### config.mk
export PLATFORM = sky130hd
export DESIGN_NAME = dmem_arbiter_flat
export DESIGN_NICKNAME = d
export VERILOG_FILES = /design/src/rtl/dmem_arbiter_pkg.sv /design/src/rtl/dmem_arbiter_if.sv /design/src/rtl/dmem_arbiter_rr_pick2.sv /design/src/rtl/dmem_arbiter.sv /design/src/flat_wrapper.sv
export SDC_FILE = /design/constraint.sdc
export NUM_CORES = 1
export LEC_CHECK = 0
export ABC_CLOCK_PERIOD_IN_PS = 2300
export BUFFER_PORTS_ARGS = -buffer_cell sky130_fd_sc_hd__buf_2
export CAP_MARGIN = 20
export CORE_ASPECT_RATIO = 0.75
export CORE_MARGIN = 2
export CORE_UTILIZATION = 39
export CTS_BUF_LIST = sky130_fd_sc_hd__clkbuf_16
export CTS_CLUSTER_SIZE = 30
export DETAILED_ROUTE_END_ITERATION = 12
export GPL_TIMING_DRIVEN = 0
export PLACE_DENSITY = 0.8
export SLEW_MARGIN = 20
export SYNTH_ARGS = -nofsm -noshare
export SYNTH_HDL_FRONTEND = slang
export SYNTH_SLANG_ARGS = --single-unit
export TNS_END_PERCENT = 20
### constraint.sdc
create_clock -name clk -period 2.3 [get_ports clk]
set_clock_uncertainty 0.15 [all_clocks]
set_input_delay 0.46 -clock clk [delete_from_list [all_inputs] [get_ports clk]]
set_output_delay 0.46 -clock clk [all_outputs]
set_load 0.005 [all_outputs]
### src/rtl/dmem_arbiter_pkg.sv
// Shared types and constants for the data-memory arbiter between the core
// load/store path and the DMA/test-loader port.
package dmem_arbiter_pkg;

  typedef enum logic [1:0] {
    IDLE       = 2'd0,
    OWN_CORE   = 2'd1,
    OWN_DMA    = 2'd2,
    DMA_LOCKED = 2'd3
  } arb_state_t;

  localparam logic REQ_CORE = 1'b0;
  localparam logic REQ_DMA  = 1'b1;

  localparam int ARB_MAX_LOCK_DEF = 8;
  localparam int ARB_AW_DEF       = 8;
  localparam int ARB_DW_DEF       = 8;

  // Saturating increment for the starvation counter.
  function automatic logic [7:0] sat_inc8(input logic [7:0] v);
    return (v == 8'hFF) ? v : v + 8'd1;
  endfunction

endpackage

### src/rtl/dmem_arbiter_if.sv
// Requester, memory and status signals of the dmem arbiter; the arbiter uses
// the slave modport, whoever drives requests and models the memory uses master.
interface dmem_arbiter_if
  import dmem_arbiter_pkg::*;
#(
  parameter int AW = ARB_AW_DEF,
  parameter int DW = ARB_DW_DEF
) ();

  logic          core_req;
  logic          core_we;
  logic [AW-1:0] core_addr;
  logic [DW-1:0] core_di;
  logic          core_gnt;
  logic          core_stall;
  logic          core_rvalid;
  logic [DW-1:0] core_rdata;

  logic          dma_req;
  logic          dma_we;
  logic [AW-1:0] dma_addr;
  logic [DW-1:0] dma_di;
  logic          dma_lock;
  logic          dma_gnt;
  logic          dma_rvalid;
  logic [DW-1:0] dma_rdata;

  logic          mem_we;
  logic [AW-1:0] mem_addr;
  logic [DW-1:0] mem_di;
  logic [DW-1:0] mem_dout;

  logic          lock_broken;

  modport slave (
    input  core_req, core_we, core_addr, core_di,
    input  dma_req, dma_we, dma_addr, dma_di, dma_lock,
    input  mem_dout,
    output core_gnt, core_stall, core_rvalid, core_rdata,
    output dma_gnt, dma_rvalid, dma_rdata,
    output mem_we, mem_addr, mem_di,
    output lock_broken
  );

  modport master (
    output core_req, core_we, core_addr, core_di,
    output dma_req, dma_we, dma_addr, dma_di, dma_lock,
    output mem_dout,
    input  core_gnt, core_stall, core_rvalid, core_rdata,
    input  dma_gnt, dma_rvalid, dma_rdata,
    input  mem_we, mem_addr, mem_di,
    input  lock_broken
  );

endinterface

### src/rtl/dmem_arbiter_rr_pick2.sv
// Two-way round-robin picker: bit 0 is the core, bit 1 the DMA; the side that
// was not served last wins a tie, and force_core overrides in favour of the core.
module dmem_arbiter_rr_pick2
  import dmem_arbiter_pkg::*;
(
  input  logic [1:0] req_i,
  input  logic       last_i,
  input  logic       force_core_i,
  output logic [1:0] gnt_o
);

  // One-hot grant selection.
  always_comb begin
    gnt_o = 2'b00;
    if (force_core_i && req_i[0]) begin
      gnt_o = 2'b01;
    end else begin
      case (req_i)
        2'b01:   gnt_o = 2'b01;
        2'b10:   gnt_o = 2'b10;
        2'b11:   gnt_o = (last_i == REQ_DMA) ? 2'b01 : 2'b10;
        default: gnt_o = 2'b00;
      endcase
    end
  end

endmodule

### src/rtl/dmem_arbiter.sv
// Shares the single-port data memory between core and DMA with per-cycle
// round-robin, a DMA burst lock, and a starvation limit on that lock.
module dmem_arbiter
  import dmem_arbiter_pkg::*;
#(
  parameter int AW       = ARB_AW_DEF,
  parameter int DW       = ARB_DW_DEF,
  parameter int MAX_LOCK = ARB_MAX_LOCK_DEF
) (
  input logic           clk,
  input logic           reset,
  dmem_arbiter_if.slave bus
);

  localparam logic [7:0] MAX_LOCK_C = 8'(MAX_LOCK);

  arb_state_t    st_q, st_d;
  logic          last_q, last_d;
  logic [7:0]    lcnt_q, lcnt_d;
  logic          lock_broken_q, lock_broken_d;
  logic          core_rvalid_q, dma_rvalid_q;
  logic [DW-1:0] core_rdata_q, dma_rdata_q;

  logic          locked_s, break_s, core_gnt_s, dma_gnt_s;
  logic [1:0]    pick_req_s, pick_gnt_s;
  logic          mem_we_s;
  logic [AW-1:0] mem_addr_s;
  logic [DW-1:0] mem_di_s;

  // A held lock hides the core request from the picker unless the limit is hit.
  assign locked_s   = (st_q == DMA_LOCKED) && bus.dma_req;
  assign break_s    = locked_s && bus.core_req && (lcnt_q == MAX_LOCK_C);
  assign pick_req_s = (locked_s && !break_s) ? 2'b10 : {bus.dma_req, bus.core_req};

  dmem_arbiter_rr_pick2 u_pick (
    .req_i        (pick_req_s),
    .last_i       (last_q),
    .force_core_i (break_s),
    .gnt_o        (pick_gnt_s)
  );

  assign core_gnt_s = pick_gnt_s[0] & ~reset;
  assign dma_gnt_s  = pick_gnt_s[1] & ~reset;

  // Memory port mux driven by whichever side holds the grant.
  always_comb begin
    mem_we_s   = 1'b0;
    mem_addr_s = {AW{1'b0}};
    mem_di_s   = {DW{1'b0}};
    if (core_gnt_s) begin
      mem_we_s   = bus.core_we;
      mem_addr_s = bus.core_addr;
      mem_di_s   = bus.core_di;
    end else if (dma_gnt_s) begin
      mem_we_s   = bus.dma_we;
      mem_addr_s = bus.dma_addr;
      mem_di_s   = bus.dma_di;
    end else begin
      mem_we_s   = 1'b0;
      mem_addr_s = {AW{1'b0}};
      mem_di_s   = {DW{1'b0}};
    end
  end

  // Ownership, round-robin pointer and starvation counter next state.
  always_comb begin
    st_d          = IDLE;
    last_d        = last_q;
    lcnt_d        = lcnt_q;
    lock_broken_d = 1'b0;
    if (core_gnt_s) begin
      st_d          = OWN_CORE;
      last_d        = REQ_CORE;
      lcnt_d        = 8'd0;
      lock_broken_d = break_s;
    end else if (dma_gnt_s) begin
      last_d = REQ_DMA;
      if (bus.dma_lock) begin
        st_d = DMA_LOCKED;
        if ((st_q == DMA_LOCKED) && bus.core_req) begin
          lcnt_d = sat_inc8(lcnt_q);
        end else begin
          lcnt_d = lcnt_q;
        end
      end else begin
        st_d   = OWN_DMA;
        lcnt_d = 8'd0;
      end
    end else begin
      st_d = IDLE;
    end
  end

  // State and read-return registers.
  always_ff @(posedge clk) begin
    if (reset) begin
      st_q          <= IDLE;
      last_q        <= REQ_DMA;
      lcnt_q        <= 8'd0;
      lock_broken_q <= 1'b0;
      core_rvalid_q <= 1'b0;
      dma_rvalid_q  <= 1'b0;
      core_rdata_q  <= {DW{1'b0}};
      dma_rdata_q   <= {DW{1'b0}};
    end else begin
      st_q          <= st_d;
      last_q        <= last_d;
      lcnt_q        <= lcnt_d;
      lock_broken_q <= lock_broken_d;
      core_rvalid_q <= core_gnt_s & ~bus.core_we;
      dma_rvalid_q  <= dma_gnt_s & ~bus.dma_we;
      if (core_gnt_s && !bus.core_we) begin
        core_rdata_q <= bus.mem_dout;
      end else begin
        core_rdata_q <= core_rdata_q;
      end
      if (dma_gnt_s && !bus.dma_we) begin
        dma_rdata_q <= bus.mem_dout;
      end else begin
        dma_rdata_q <= dma_rdata_q;
      end
    end
  end

  assign bus.core_gnt    = core_gnt_s;
  assign bus.dma_gnt     = dma_gnt_s;
  assign bus.core_stall  = bus.core_req & ~core_gnt_s;
  assign bus.mem_we      = mem_we_s;
  assign bus.mem_addr    = mem_addr_s;
  assign bus.mem_di      = mem_di_s;
  assign bus.core_rvalid = core_rvalid_q;
  assign bus.core_rdata  = core_rdata_q;
  assign bus.dma_rvalid  = dma_rvalid_q;
  assign bus.dma_rdata   = dma_rdata_q;
  assign bus.lock_broken = lock_broken_q;

endmodule

### src/flat_wrapper.sv
// flat-port wrapper written by rule: the top's interface ports become plain ports
module dmem_arbiter_flat import dmem_arbiter_pkg::*;
#(
  parameter int AW       = ARB_AW_DEF,
  parameter int DW       = ARB_DW_DEF,
  parameter int MAX_LOCK = ARB_MAX_LOCK_DEF
)
  (clk, reset, bus_core_req, bus_core_we, bus_core_addr, bus_core_di, bus_dma_req, bus_dma_we, bus_dma_addr, bus_dma_di, bus_dma_lock, bus_mem_dout, bus_core_gnt, bus_core_stall, bus_core_rvalid, bus_core_rdata, bus_dma_gnt, bus_dma_rvalid, bus_dma_rdata, bus_mem_we, bus_mem_addr, bus_mem_di, bus_lock_broken);
  dmem_arbiter_if #(.AW(AW), .DW(DW)) bus_i ();
  input logic clk;
  input logic reset;
  input wire logic [$bits(bus_i.core_req)-1:0] bus_core_req;
  input wire logic [$bits(bus_i.core_we)-1:0] bus_core_we;
  input wire logic [$bits(bus_i.core_addr)-1:0] bus_core_addr;
  input wire logic [$bits(bus_i.core_di)-1:0] bus_core_di;
  input wire logic [$bits(bus_i.dma_req)-1:0] bus_dma_req;
  input wire logic [$bits(bus_i.dma_we)-1:0] bus_dma_we;
  input wire logic [$bits(bus_i.dma_addr)-1:0] bus_dma_addr;
  input wire logic [$bits(bus_i.dma_di)-1:0] bus_dma_di;
  input wire logic [$bits(bus_i.dma_lock)-1:0] bus_dma_lock;
  input wire logic [$bits(bus_i.mem_dout)-1:0] bus_mem_dout;
  output wire logic [$bits(bus_i.core_gnt)-1:0] bus_core_gnt;
  output wire logic [$bits(bus_i.core_stall)-1:0] bus_core_stall;
  output wire logic [$bits(bus_i.core_rvalid)-1:0] bus_core_rvalid;
  output wire logic [$bits(bus_i.core_rdata)-1:0] bus_core_rdata;
  output wire logic [$bits(bus_i.dma_gnt)-1:0] bus_dma_gnt;
  output wire logic [$bits(bus_i.dma_rvalid)-1:0] bus_dma_rvalid;
  output wire logic [$bits(bus_i.dma_rdata)-1:0] bus_dma_rdata;
  output wire logic [$bits(bus_i.mem_we)-1:0] bus_mem_we;
  output wire logic [$bits(bus_i.mem_addr)-1:0] bus_mem_addr;
  output wire logic [$bits(bus_i.mem_di)-1:0] bus_mem_di;
  output wire logic [$bits(bus_i.lock_broken)-1:0] bus_lock_broken;
  assign bus_i.core_req = bus_core_req;
  assign bus_i.core_we = bus_core_we;
  assign bus_i.core_addr = bus_core_addr;
  assign bus_i.core_di = bus_core_di;
  assign bus_i.dma_req = bus_dma_req;
  assign bus_i.dma_we = bus_dma_we;
  assign bus_i.dma_addr = bus_dma_addr;
  assign bus_i.dma_di = bus_dma_di;
  assign bus_i.dma_lock = bus_dma_lock;
  assign bus_i.mem_dout = bus_mem_dout;
  assign bus_core_gnt = bus_i.core_gnt;
  assign bus_core_stall = bus_i.core_stall;
  assign bus_core_rvalid = bus_i.core_rvalid;
  assign bus_core_rdata = bus_i.core_rdata;
  assign bus_dma_gnt = bus_i.dma_gnt;
  assign bus_dma_rvalid = bus_i.dma_rvalid;
  assign bus_dma_rdata = bus_i.dma_rdata;
  assign bus_mem_we = bus_i.mem_we;
  assign bus_mem_addr = bus_i.mem_addr;
  assign bus_mem_di = bus_i.mem_di;
  assign bus_lock_broken = bus_i.lock_broken;
  dmem_arbiter #(.AW(AW), .DW(DW), .MAX_LOCK(MAX_LOCK)) u_core (.clk(clk), .reset(reset), .bus(bus_i));
endmodule
Yosys cells after proc, flatten, opt, wreduce, memory -nomap -nowiden
Cells that the tools add are included.

cells by class
  $add $sub $neg = 1
  bitwise gates (word level) = 10
  reduce and logical (&&, ||, !) cells = 16
  $mul = 0
  magnitude comparators = 0
  divide/modulo/power cells = 0
  shift operators = 0
  muxes and demuxes = 18
  eq/ne operators = 8

operator list
  operator             count
  $mux 8               7
  $add 8x1->8 const B  1
  $eq 8x4->1 const B   1
  $eq 8x8->1 const B   1
  $logic_and 1x1->1    8
  $mux 1               7
  $eq 2x2->1 const B   3
  $mux 2               3
  $pmux 2 s3           1
  $and 1x1->1          5
  $not 1->1            5
  $reduce_or 2->1      2
  $logic_not 1->1      3
  $reduce_and 3->1     1
  $reduce_or 3->1      1
  $eq 2x1->1 const B   1
  $ne 2x1->1 const B   1
  $ne 2x2->1 const B   1
  $reduce_bool 2->1    1

word-level totals
  word-level logic and storage cells = 62
  bits in registers = 30
  output and inout bits = 39
  memory bits (writable) = 0
  bits of input ports = 47
  bits in read-only memories = 0
  latch bits = 0
  memories kept = 0

Longest topological paths before layout
Gate-level depths: netlist (run 1).

  depth after elaboration = 13
  gate-level depth with buffers = 9
  mapped depth without buffers = 7

Hierarchy
Synthesis (run 1) repeated with hierarchy kept, for this count alone.

second synthesis, totals
  cells, all modules = 177
  area, all modules = 1520.2 um^2

by module, submodules not included
  module                 area each (um^2)  cells an instance  times used  seq. area each (um^2)
  dmem_arbiter           1497.7            173                1           600.6
  dmem_arbiter_rr_pick2  22.5              4                  1           0.0

Worst setup path before layout (run 1)
No wires, ideal clock.

  path type = reg2out
  start = register u_core.lcnt_q[2]
  end = output bus_mem_addr[6]
  required time = 1.690 ns
  stages on the path, launching flop included = 7
  path slack = -0.009 ns
  buffers on the path = 2
  arrival time = 1.699 ns
  path through = dfxtp_1 > or4b_4 > nor3_2 > buf_4 > nor2_2 > buf_2 > a22o_1

between the ends
  word-level cells in the longest chain between the ends = 11
  elaborated cells on any way between the ends = 15
  classes of those cells = 4 x eq/ne; 5 x mux; 2 x bitwise; 4 x reduce/logical

RTL lines
  item                                             RTL line                     text
  start: declaration                               dmem_arbiter.sv:19           logic [7:0] lcnt_q, lcnt_d;
  start signal: assignment                         dmem_arbiter.sv:108          lcnt_q <= lcnt_d;
  $eq 8x4->1 *                                     dmem_arbiter.sv:32           assign break_s = locked_s && bus.core_req && (lcnt_q == MAX_LOCK_C);
  $logic_and 1x1->1 *                              dmem_arbiter.sv:32
  $logic_not 1->1                                  dmem_arbiter.sv:33           assign pick_req_s = (locked_s && !break_s) ? 2'b10 : {bus.dma_req, bus.core_req};
  $logic_and 1x1->1                                dmem_arbiter.sv:33
  $mux 2                                           dmem_arbiter.sv:33
  $eq 2x2->1 / $eq 2x1->1 (equally long branches)  dmem_arbiter_rr_pick2.sv:18  case (req_i)
  $pmux 2 s3                                       dmem_arbiter_rr_pick2.sv:18
  $mux 2 *                                         dmem_arbiter_rr_pick2.sv:15  if (force_core_i && req_i[0]) begin
  $and 1x1->1 *                                    dmem_arbiter.sv:43           assign dma_gnt_s = pick_gnt_s[1] & ~reset;
  via bus_dma_gnt                                  flat_wrapper.sv:26           output wire logic [$bits(bus_i.dma_gnt)-1:0] bus_dma_gnt;
  $mux 8 *                                         dmem_arbiter.sv:54           end else if (dma_gnt_s) begin
  $mux 8 *                                         dmem_arbiter.sv:50           if (core_gnt_s) begin
  end: declaration                                 flat_wrapper.sv:30           output wire logic [$bits(bus_i.mem_addr)-1:0] bus_mem_addr;

Mark *: on every way through the listed nets, which the timed path passes. The rest lies on a longest branch.

Worst setup path in the final report (run 1)
  start = register u_core.lcnt_q[2]
  end = output bus_mem_we

between the ends
  word-level cells in the longest chain between the ends = 11
  elaborated cells on any way between the ends = 15
  classes of those cells = 4 x eq/ne; 5 x mux; 2 x bitwise; 4 x reduce/logical

RTL lines
  item                                             RTL line                     text
  $eq 8x4->1 *                                     dmem_arbiter.sv:32
  $logic_and 1x1->1 *                              dmem_arbiter.sv:32
  $logic_not 1->1                                  dmem_arbiter.sv:33
  $logic_and 1x1->1                                dmem_arbiter.sv:33
  $mux 2                                           dmem_arbiter.sv:33
  $eq 2x2->1 / $eq 2x1->1 (equally long branches)  dmem_arbiter_rr_pick2.sv:18
  $pmux 2 s3                                       dmem_arbiter_rr_pick2.sv:18
  $mux 2 *                                         dmem_arbiter_rr_pick2.sv:15
  $and 1x1->1                                      dmem_arbiter.sv:43
  $mux 1                                           dmem_arbiter.sv:54
  $mux 1 *                                         dmem_arbiter.sv:50
  end: declaration                                 flat_wrapper.sv:29           output wire logic [$bits(bus_i.mem_we)-1:0] bus_mem_we;

Every way passes the cells marked *; elsewhere a longest branch is shown, timed or not.

==> results.py, run 1 <==
metrics = {
    "pwr": {
        "power.switching_mw": 0.344,
        "clockPowerShare_pct": 45.0,
        "power_mw": 1.39,
        "seqPwrFrac_pct": 39.6,
        "combPwrFrac_pct": 15.4,
        "peakVddDrop_v": 0.000561,
        "switching_share_pct": 24.8,
        "power.leakage_nw": 1.03,
        "p_int_mw": 1.04,
        "power_density_nw_per_um2": 624,
    },
    "detailed_routing": {
        "drt_pre_antenna_iters": 4,
        "vias": 1624,
        "finalWirelength_um": 4560,
        "drt-initial-drc-count": 91,
        "wl_per_cell_um": 14.5,
        "vias_per_cell": 5.16,
        "drtAntennaViolNets": 0,
        "post-route-drc-count": 0,
    },
    "timing": {
        "slew_violations": 0,
        "tightest_slew_ns": 0.607,
        "timing.hold.ws_ns": 0.250,
        "setup_ws_ns": -0.422,
        "max_freq_mhz": 367,
        "grt_setup_unrepaired": "yes",
        "fin_crit_ns": 2.72,
        "relSlewSlack_pct": 59.5,
        "final.setup.tns_ns": -7.74,
        "setup_viol": 20,
        "finalCritPeriodShare_pct": 118,
        "hold_viol_final": 0,
    },
    "finish": {
        "fill_cells": 327,
        "fin_cells": 315,
        "drive_above_1_share_pct": 45.2,
        "seq_area_um2": 607,
        "final_nets": 311,
        "multiInputGateArea_um2": 828,
        "syn2layout_area_growth_pct": 52.4,
        "diodes": 0,
    },
    "clocking": {
        "root_buffer": "clkbuf_16",
        "clockBufferDepth": 2,
        "insertion_delay_ns": 0.28,
        "numCtsBuffers": 5,
        "ctsHoldBuffers": 0,
        "clkSinkCount": 30,
        "cts_tree": "yes",
        "h-tree-depth": 2,
        "path_clk_slew_ns": 0.05,
    },
    "setup_path": {
        "startpoint": "u_core.lcnt_q[2]",
        "reg2reg_slack_ns": 0.04,
        "cp_cell_sequence": "or4b_4, o211a_4, nor3_4, buf_4, a22o_1, buf_2",
        "path_depth": 6,
        "cp-end-kind": "output pin",
        "r2r-end": "u_core.bus.core_rdata[3]",
        "critPathArrivalTime_ns": 2.11,
        "r2r-start": "u_core.lcnt_q[2]",
        "cp_data_required_time_ns": 1.69,
        "path_buf_inv": 2,
        "rr_worst_depth": 7,
        "criticalPathCategory": "reg -> out",
        "endpoint": "bus_mem_we",
        "cp_slowest_stage_delay_ns": 0.57,
        "cp_top_family": "simple AND/OR/NAND/NOR gates",
        "startpoint_type": "register",
        "cp_slowest_cell": "or4b_4",
        "crit_fanout": 5,
    },
    "logic_synthesis": {
        "syn_avg_cell_area_um2": 9.00,
        "synth.cell_area_um2": 1460,
        "synth-edff-count": 0,
        "ys_seq_elements": 30,
        "synthCells": 162,
        "synth_cell_types": 36,
        "synth_ff_type": "dfxtp_1",
        "seq_area_frac_synth_pct": 41.2,
        "syn_nets": 211,
        "yosysWarnings": 0,
        "async_reset_ff_share_pct": 0,
    },
    "placement": {
        "io_buffers": 85,
        "place_congestion": 0.809,
        "dpl.cell_count": 299,
        "pre_cts_ws_ns": -0.309,
        "place_hpwl_um": 3170,
    },
    "run_status": {
        "violations": "setup timing",
        "status": "finished, violations left",
    },
    "min_path": {
        "min_from": "bus_mem_dout[2]",
        "hp-class": "in -> reg",
    },
    "global_route": {
        "grt_pass1_vias": 1438,
        "grt_antenna_before_repair": 0,
        "grt-ovfl-total": 0,
        "grtUsageTotal_pct": 21.2,
        "grt_pass1_wl_um": 6750,
        "grt_max_degree": 11,
    },
    "floorplan": {
        "coreArea_um2": 3610,
        "ios": 86,
        "initial_utilization_pct": 40.3,
        "design.die.area_um2": 4250,
        "die_height_um": 56.9,
        "rows": 19,
        "dieWidth_um": 74.6,
    },
    "run": {
        "cap_violations": 0,
    },
}
how the worst min path moves through the flow:
stage	endpoint	depth (start not counted)
floorplan	u_core.bus.core_rdata[1]	2
global placement	u_core.bus.core_rdata[1]	2
detailed placement	u_core.bus.core_rdata[1]	2
CTS	u_core.bus.core_rdata[4]	3
global route	u_core.bus.core_rdata[4]	3
finish	u_core.bus.core_rdata[2]	3
power by group through the flow:
stage / logic (mW) / clock network [mW] / registers, mW
6_report: 0.213 / 0.624 / 0.550
4_1_cts: 0.206 / 0.626 / 0.549
3_3_place_gp: 0.189 / 0 / 0.559
3_5_place_dp: 0.192 / 0 / 0.560
2_1_floorplan: 0.0892 / 0 / 0.561
5_1_grt: 0.234 / 0.646 / 0.551
cells in the final DEF (no fill, tap or decap), drive strengths merged, types with 2 or more instances in the layout:
master | synthesis | layout
a22o | 17 | 17
and2 | 3 | 3
buf | 7 | 100
clkbuf | 1 | 6
clkinv | 1 | 3
dfxtp | 30 | 30
ha | 2 | 2
inv | 3 | 3
mux2i | 8 | 8
nand2 | 20 | 20
nand3 | 3 | 3
nand4 | 4 | 4
nor2 | 21 | 21
nor3 | 8 | 8
nor4 | 5 | 5
o21ai | 10 | 10
xnor2 | 6 | 6
cells by family after synthesis:
logic type / after synthesis / synth area share, %
adder cells (fa/ha/maj): 2 / 1.72
flip-flops: 30 / 41.2
XOR/XNOR: 6 / 3.61
AO/OA/AOI/OAI: 34 / 17.9
multiplexers: 8 / 5.49
AND/OR/NAND/NOR: 70 / 25.3
buffers and inverters: 12 / 4.72
cell usage after synthesis, types with 2 or more instances:
cell	n	area share (%)
a22o_1	17	10
xnor2_1	6	3.6
and2_1	3	1.3
nand4_1	4	1.7
inv_1	3	0.77
o21ai_0	7	2.4
nand3_1	3	1.0
nor3_1	5	1.7
buf_2	4	1.4
nor4_1	4	1.7
buf_6	2	1.5
o21ai_1	3	1.0
dfxtp_1	30	41
mux2i_1	8	5.5
nor2_1	20	5.2
nand2_1	20	5.2
ha_1	2	1.7
nor3_2	3	2.1
metal layers:
layer / wire [um] / share of wire [%] / vias to the layer above / global-route usage [%]
met5: 0 / 0 / - / 0
met4: 69 / 1.5 / 0 / 8.42
met3: 415 / 9.1 / 8 / 4.95
met2: 2180 / 48 / 77 / 34.1
met1: 1900 / 42 / 755 / 27.4
li1: - / - / 784 / -
state kept, by name, summed over array words and instances, names as in the netlist:
register	cells
u_core.last_q	1
u_core.bus.dma_rdata	8
u_core.st_q	2
u_core.bus.core_rdata	8
u_core.lcnt_q	8
u_core.bus.lock_broken	1
u_core.bus.core_rvalid	1
u_core.bus.dma_rvalid	1
through the flow:
step / cell area (um^2) / util (%)
finish: 2220 / 61.5
global route: 2220 / 61.5
CTS: 2180 / 60.3
detailed placement: 1950 / 54.1
global placement: 1950 / 54.1
floorplan: 1460 / -
cell type report:
cell class,count,share of cell area (%)
multi-input cells,120,37.3
flip-flops and latches,30,27.3
repair buffers,93,21.9
clock buffers,5,5.63
plain buffers,8,3.55
well taps,52,2.93
clock inverters,3,0.732
inverters,4,0.676
repair_timing:
item,in CTS,in global routing
setup endpoints to repair,20,32
buffers inserted,6,1
endpoints found under the hold margin,0,0
resized for setup,12,5
pin swaps,1,0
cloned,1,0
tightest hold or removal path, stage by stage:
cell     delay, ns
buf_2         0.09
nand2_1       0.04
o21ai_0       0.05
Note: power is estimated with default switching activity, not from simulation.
==> inputs of run 2 (changes only) <==
--- a/config.mk
+++ b/config.mk
@@ -16,6 +16,7 @@
 export DETAILED_ROUTE_END_ITERATION = 12
 export GPL_TIMING_DRIVEN = 0
 export PLACE_DENSITY = 0.8
+export RECOVER_POWER = 50
 export SLEW_MARGIN = 20
 export SYNTH_ARGS = -nofsm -noshare
 export SYNTH_HDL_FRONTEND = slang
==> run 2 against run 1 <==
The flow still finishes with violations (setup timing). Global-route usage did not move. Power down 0.19%. Final cell count unchanged. Maximum frequency decreased by 0.12%. First-iteration DRC count did not move. Sequential cell count is the same. Utilization fell by 0.28 points. Routed wire length rose by 0.22%. Via count decreased by 0.68%. Largest power group unchanged.
==> results.py, run 2 (same netlist as run 1, synthesis figures left out) <==
metrics = {
    "floorplan": {
        "ios": 86,
        "rows": 19,
        "design.die.area_um2": 4250,
        "coreArea_um2": 3610,
        "initial_utilization_pct": 40.3,
        "dieWidth_um": 74.6,
        "die_height_um": 56.9,
    },
    "global_route": {
        "grt_pass1_wl_um": 6750,
        "grtUsageTotal_pct": 21.2,
        "grt-ovfl-total": 0,
        "grt_max_degree": 11,
        "grt_pass1_vias": 1438,
        "grt_antenna_before_repair": 0,
    },
    "timing": {
        "slew_violations": 0,
        "hold_viol_final": 0,
        "relSlewSlack_pct": 58.6,
        "max_freq_mhz": 367,
        "setup_viol": 26,
        "setup_ws_ns": -0.425,
        "timing.hold.ws_ns": 0.253,
        "final.setup.tns_ns": -8.27,
        "fin_crit_ns": 2.73,
        "finalCritPeriodShare_pct": 118,
        "tightest_slew_ns": 0.621,
        "grt_setup_unrepaired": "yes",
    },
    "clocking": {
        "path_clk_slew_ns": 0.05,
        "root_buffer": "clkbuf_16",
        "cts_tree": "yes",
        "clockBufferDepth": 2,
        "clkSinkCount": 30,
        "numCtsBuffers": 5,
        "insertion_delay_ns": 0.28,
        "ctsHoldBuffers": 0,
        "h-tree-depth": 2,
    },
    "pwr": {
        "p_int_mw": 1.04,
        "peakVddDrop_v": 0.000561,
        "power.switching_mw": 0.342,
        "clockPowerShare_pct": 45.0,
        "switching_share_pct": 24.7,
        "seqPwrFrac_pct": 39.7,
        "combPwrFrac_pct": 15.3,
        "power.leakage_nw": 1.00,
        "power_density_nw_per_um2": 626,
    },
    "finish": {
        "drive_above_1_share_pct": 43.0,
        "layout_commonest_cell": "buf_2",
        "syn2layout_area_growth_pct": 51.7,
        "final_nets": 311,
        "diodes": 0,
        "final_cell_mix": "buf_2 (80), dfxtp_1 (27), nand2_1 (20), nor2_1 (20), a22o_1 (17)",
        "fin_util_pct": 61.2,
    },
    "detailed_routing": {
        "drt_pre_antenna_iters": 4,
        "vias_per_cell": 5.12,
        "wl_per_cell_um": 14.5,
        "post-route-drc-count": 0,
        "drt-initial-drc-count": 91,
        "drtAntennaViolNets": 0,
        "vias": 1613,
        "finalWirelength_um": 4570,
    },
    "setup_path": {
        "path_buf_inv": 2,
        "startpoint_type": "register",
        "criticalPathCategory": "reg -> out",
        "cp_top_family": "simple AND/OR/NAND/NOR gates",
        "rr_worst_depth": 8,
        "cp-end-kind": "output pin",
        "path_depth": 6,
        "cp_slowest_stage_delay_ns": 0.57,
        "critPathArrivalTime_ns": 2.12,
        "cp_cell_sequence": "or4b_4, o211a_4, nor3_4, buf_4, a22o_1, buf_2",
        "cp_slowest_cell": "or4b_4",
        "cp_data_required_time_ns": 1.69,
        "crit_fanout": 5,
    },
    "placement": {
        "place_congestion": 0.809,
        "place_hpwl_um": 3170,
        "io_buffers": 85,
        "pre_cts_ws_ns": -0.309,
    },
    "run_status": {
        "status": "finished, violations left",
        "violations": "setup timing",
    },
    "min_path": {
        "hp-class": "in -> reg",
        "hold_path_depth": 3,
    },
    "run": {
        "cap_violations": 0,
    },
}
==> run 2: cell types whose count changed in the layout (fill, tap and decap cells not counted), sizes merged <==
cell,delta
clkbuf,+6
buf,-6
==> run 2: final timing paths <==
kind / slack [ns] / start / to
max: -0.43 / u_core.lcnt_q[2] / bus_mem_we
min: 0.25 / bus_mem_dout[2] / u_core.bus.core_rdata[2]
max reg2reg: -0.10 / u_core.lcnt_q[2] / u_core.lcnt_q[3]
min reg2reg: 0.30 / u_core.bus.core_rdata[1] / u_core.bus.core_rdata[1]
==> run 2: tightest hold or removal path, cell delays in order <==
cell	delay [ns]
buf_2	0.09
nand2_1	0.04
o21ai_0	0.05
==> run 2: repair_timing <==
action / 4_1_cts / 5_1_grt
pin swaps: 1 / 0
setup buffers: 6 / 1
cloned: 1 / 0
gates resized for setup: 12 / 5
setup endpoints to repair: 20 / 32
==> run 2: layout make-up <==
cell class                      instances  area (um^2)
Inverter                                4         15.0
Multi-Input combinational cell        120          828
Clock buffer                            5          125
Timing Repair Buffer                   93          475
Buffer                                  8         78.8
Sequential cell                        30          607
Clock inverter                          3         16.3
Tap cell                               52         65.1
Fill cell                             333         1400
==> run 2: per-layer routing <==
layer / GRT usage, % / up-vias / wire, um / share of wire [%]
met1: 27.4 / 755 / 1950 / 43
met5: 0 / - / 0 / 0
met4: 8.42 / 0 / 64 / 1.4
met2: 34.1 / 66 / 2190 / 48
met3: 4.95 / 9 / 368 / 8.0
li1: - / 783 / - / -
==> run 2: power by group through the flow <==
stage / combinational [mW] / clock, mW / sequential (mW)
4_1_cts: 0.206 / 0.626 / 0.549
3_5_place_dp: 0.192 / 0 / 0.560
5_1_grt: 0.233 / 0.646 / 0.551
2_1_floorplan: 0.0892 / 0 / 0.561
6_report: 0.212 / 0.622 / 0.550
3_3_place_gp: 0.189 / 0 / 0.559
==> run 2: through the flow <==
stage          std cells  total power [mW]  instance area (um^2)
2_1_floorplan        162             0.650                  1460
3_3_place_gp         299             0.748                  1950
3_5_place_dp         299             0.752                  1950
4_1_cts              314              1.38                  2180
5_1_grt              315              1.43                  2210
6_report             315              1.38                  2210
==> inputs of run 3 (changes only) <==
--- a/config.mk
+++ b/config.mk
@@ -5,18 +5,19 @@
 export SDC_FILE = /design/constraint.sdc
 export NUM_CORES = 1
 export LEC_CHECK = 0
-export ABC_CLOCK_PERIOD_IN_PS = 2300
+export ABC_CLOCK_PERIOD_IN_PS = 2700
 export BUFFER_PORTS_ARGS = -buffer_cell sky130_fd_sc_hd__buf_2
 export CAP_MARGIN = 20
 export CORE_ASPECT_RATIO = 0.75
 export CORE_MARGIN = 2
-export CORE_UTILIZATION = 39
+export CORE_UTILIZATION = 43
 export CTS_BUF_LIST = sky130_fd_sc_hd__clkbuf_16
 export CTS_CLUSTER_SIZE = 30
 export DETAILED_ROUTE_END_ITERATION = 12
 export GPL_TIMING_DRIVEN = 0
-export PLACE_DENSITY = 0.8
-export RECOVER_POWER = 50
+export PLACE_DENSITY = 0.83
+export RECOVER_POWER = 25
+export SKIP_CTS_REPAIR_TIMING = 1
 export SLEW_MARGIN = 20
 export SYNTH_ARGS = -nofsm -noshare
 export SYNTH_HDL_FRONTEND = slang
==> constraint.sdc (replaced) <==
create_clock -name clk -period 2.7 [get_ports clk]
set_clock_uncertainty 0.15 [all_clocks]
set_input_delay 0.54 -clock clk [delete_from_list [all_inputs] [get_ports clk]]
set_output_delay 0.54 -clock clk [all_outputs]
set_load 0.005 [all_outputs]
==> run 3 against run 2 <==
The flow still finishes with violations (setup timing). Worst setup slack improved by 0.25 ns. Sequential cell count unchanged. Routed wire length decreased by 3.1%. Clock power decreased by 16%. First-iteration DRC count increased by 5.5%. Largest cell class unchanged. Global-route usage decreased by 0.69 points. Sequential power decreased by 15%. Final cell count decreased by 2.9%. Cell area decreased by 1.1%. Critical endpoint is now bus_mem_di[3]. Highest routed layer unchanged. Sequential share of layout area increased by 0.13 points. Hold slack improved by 0.050 ns.
==> results.py, run 3 (same netlist as run 1, synthesis figures left out) <==
metrics = {
    "run_status": {
        "status": "finished, violations left",
        "violations": "setup timing",
    },
    "finish": {
        "final_nets": 314,
        "layout_commonest_cell": "buf_2",
        "diodes": 0,
        "drive_above_1_share_pct": 42.1,
        "final_cell_mix": "buf_2 (79), dfxtp_1 (28), nand2_1 (20), nor2_1 (20), a22o_1 (17)",
        "fin_util_pct": 67.0,
        "syn2layout_area_growth_pct": 50.0,
        "fin_cells": 306,
    },
    "floorplan": {
        "design.die.area_um2": 3880,
        "die_height_um": 54.4,
        "rows": 18,
        "initial_utilization_pct": 44.6,
        "coreArea_um2": 3270,
        "dieWidth_um": 71.2,
        "ios": 86,
    },
    "timing": {
        "fin_crit_ns": 2.87,
        "tightest_slew_ns": 0.836,
        "slew_violations": 0,
        "setup_viol": 19,
        "relSlewSlack_pct": 44.0,
        "max_freq_mhz": 348,
        "setup_ws_ns": -0.173,
        "finalCritPeriodShare_pct": 106,
        "grt_setup_unrepaired": "yes",
        "final.setup.tns_ns": -2.30,
        "hold_viol_final": 0,
    },
    "detailed_routing": {
        "wl_per_cell_um": 14.5,
        "vias_per_cell": 5.27,
        "vias": 1614,
        "finalWirelength_um": 4430,
        "post-route-drc-count": 0,
        "drt_pre_antenna_iters": 4,
        "drtAntennaViolNets": 0,
        "drt-initial-drc-count": 96,
    },
    "pwr": {
        "power_density_nw_per_um2": 535,
        "power_mw": 1.17,
        "peakVddDrop_v": 0.000444,
        "power.leakage_nw": 1.01,
    },
    "global_route": {
        "grtUsageTotal_pct": 20.5,
        "grt-ovfl-total": 0,
        "grt_antenna_before_repair": 0,
        "grt_max_degree": 11,
        "grt_pass1_vias": 1286,
        "grt_pass1_wl_um": 5940,
    },
    "clocking": {
        "root_buffer": "clkbuf_16",
        "cts_tree": "yes",
        "numCtsBuffers": 5,
        "clkSinkCount": 30,
        "clockBufferDepth": 2,
        "insertion_delay_ns": 0.27,
        "h-tree-depth": 2,
        "path_clk_slew_ns": 0.05,
    },
    "setup_path": {
        "cp-end-kind": "output pin",
        "critPathArrivalTime_ns": 2.18,
        "crit_fanout": 10,
        "startpoint_type": "register",
        "cp_data_required_time_ns": 2.01,
        "r2r-start": "u_core.lcnt_q[0]",
        "criticalPathCategory": "reg -> out",
        "startpoint": "u_core.lcnt_q[4]",
    },
    "min_path": {
        "hp-class": "reg -> reg",
        "min_from": "u_core.bus.core_rdata[1]",
    },
    "placement": {
        "io_buffers": 85,
        "place_congestion": 0.823,
        "pre_cts_ws_ns": -0.0796,
        "dpl.cell_count": 287,
        "place_hpwl_um": 3040,
    },
    "run": {
        "cap_violations": 0,
    },
}
==> run 3: changes by cell type in the layout (fill, tap and decap cells not counted) <==
| cell | before | now |
|---|---|---|
| buf_2 | 80 | 79 |
| nor3_4 | 3 | 2 |
| nand4bb_4 | 1 | 0 |
| dfxtp_1 | 27 | 28 |
| buf_4 | 8 | 10 |
| clkbuf_1 | 7 | 9 |
| nor3_2 | 0 | 1 |
| dfxtp_4 | 1 | 0 |
| nand4bb_1 | 0 | 1 |
==> run 3: report_power, final <==
part	internal, mW	switching, mW
registers	0.461	0.00917
logic	0.0905	0.0865
clock network	0.335	0.188
==> run 3: per-stage QoR <==
stage | cell area [um^2] | hold slack, ns
after floorplan | 1460 | 0.295
after global routing | 2190 | 0.324
after global placement | 1930 | 0.284
after CTS | 2070 | 0.303
after detailed placement | 1930 | 0.295
final | 2190 | 0.303
==> run 3: final timing paths <==
| kind | endpoint | slack, ns | cells after the start |
|---|---|---|---|
| hold / removal | u_core.bus.core_rdata[1] | 0.30 | 2 |
| setup / recovery | bus_mem_di[3] | -0.17 | 6 |
| setup reg to reg | u_core.bus.dma_rdata[0] | 0.46 | 7 |
| hold reg to reg | u_core.bus.core_rdata[1] | 0.30 | 2 |
==> run 3: final cells by class <==
cell class	instances	area, um^2
plain buffers	8	78.8
clock buffers	5	125
clock inverters	3	16.3
fillers	265	1080
inverters	4	15.0
multi-input cells	120	806
flip-flops and latches	30	603
well taps	40	50.0
repair buffers	96	493
==> run 3: routing by layer <==
| metal | up-vias | GRT usage (%) | share of wire, % |
|---|---|---|---|
| li1 | 789 | - | - |
| met3 | 6 | 9.02 | 11 |
| met5 | - | 0 | 0 |
| met4 | 0 | 6.60 | 1.0 |
| met1 | 739 | 24.0 | 40 |
| met2 | 80 | 34.4 | 48 |
==> run 3: worst max-delay path: stages (launching register included) <==
cell     delay, ns
dfxtp_1       0.36
or4b_4        0.56
o211a_4       0.27
nor3_4        0.23
buf_4         0.23
a22o_1        0.14
buf_2         0.11
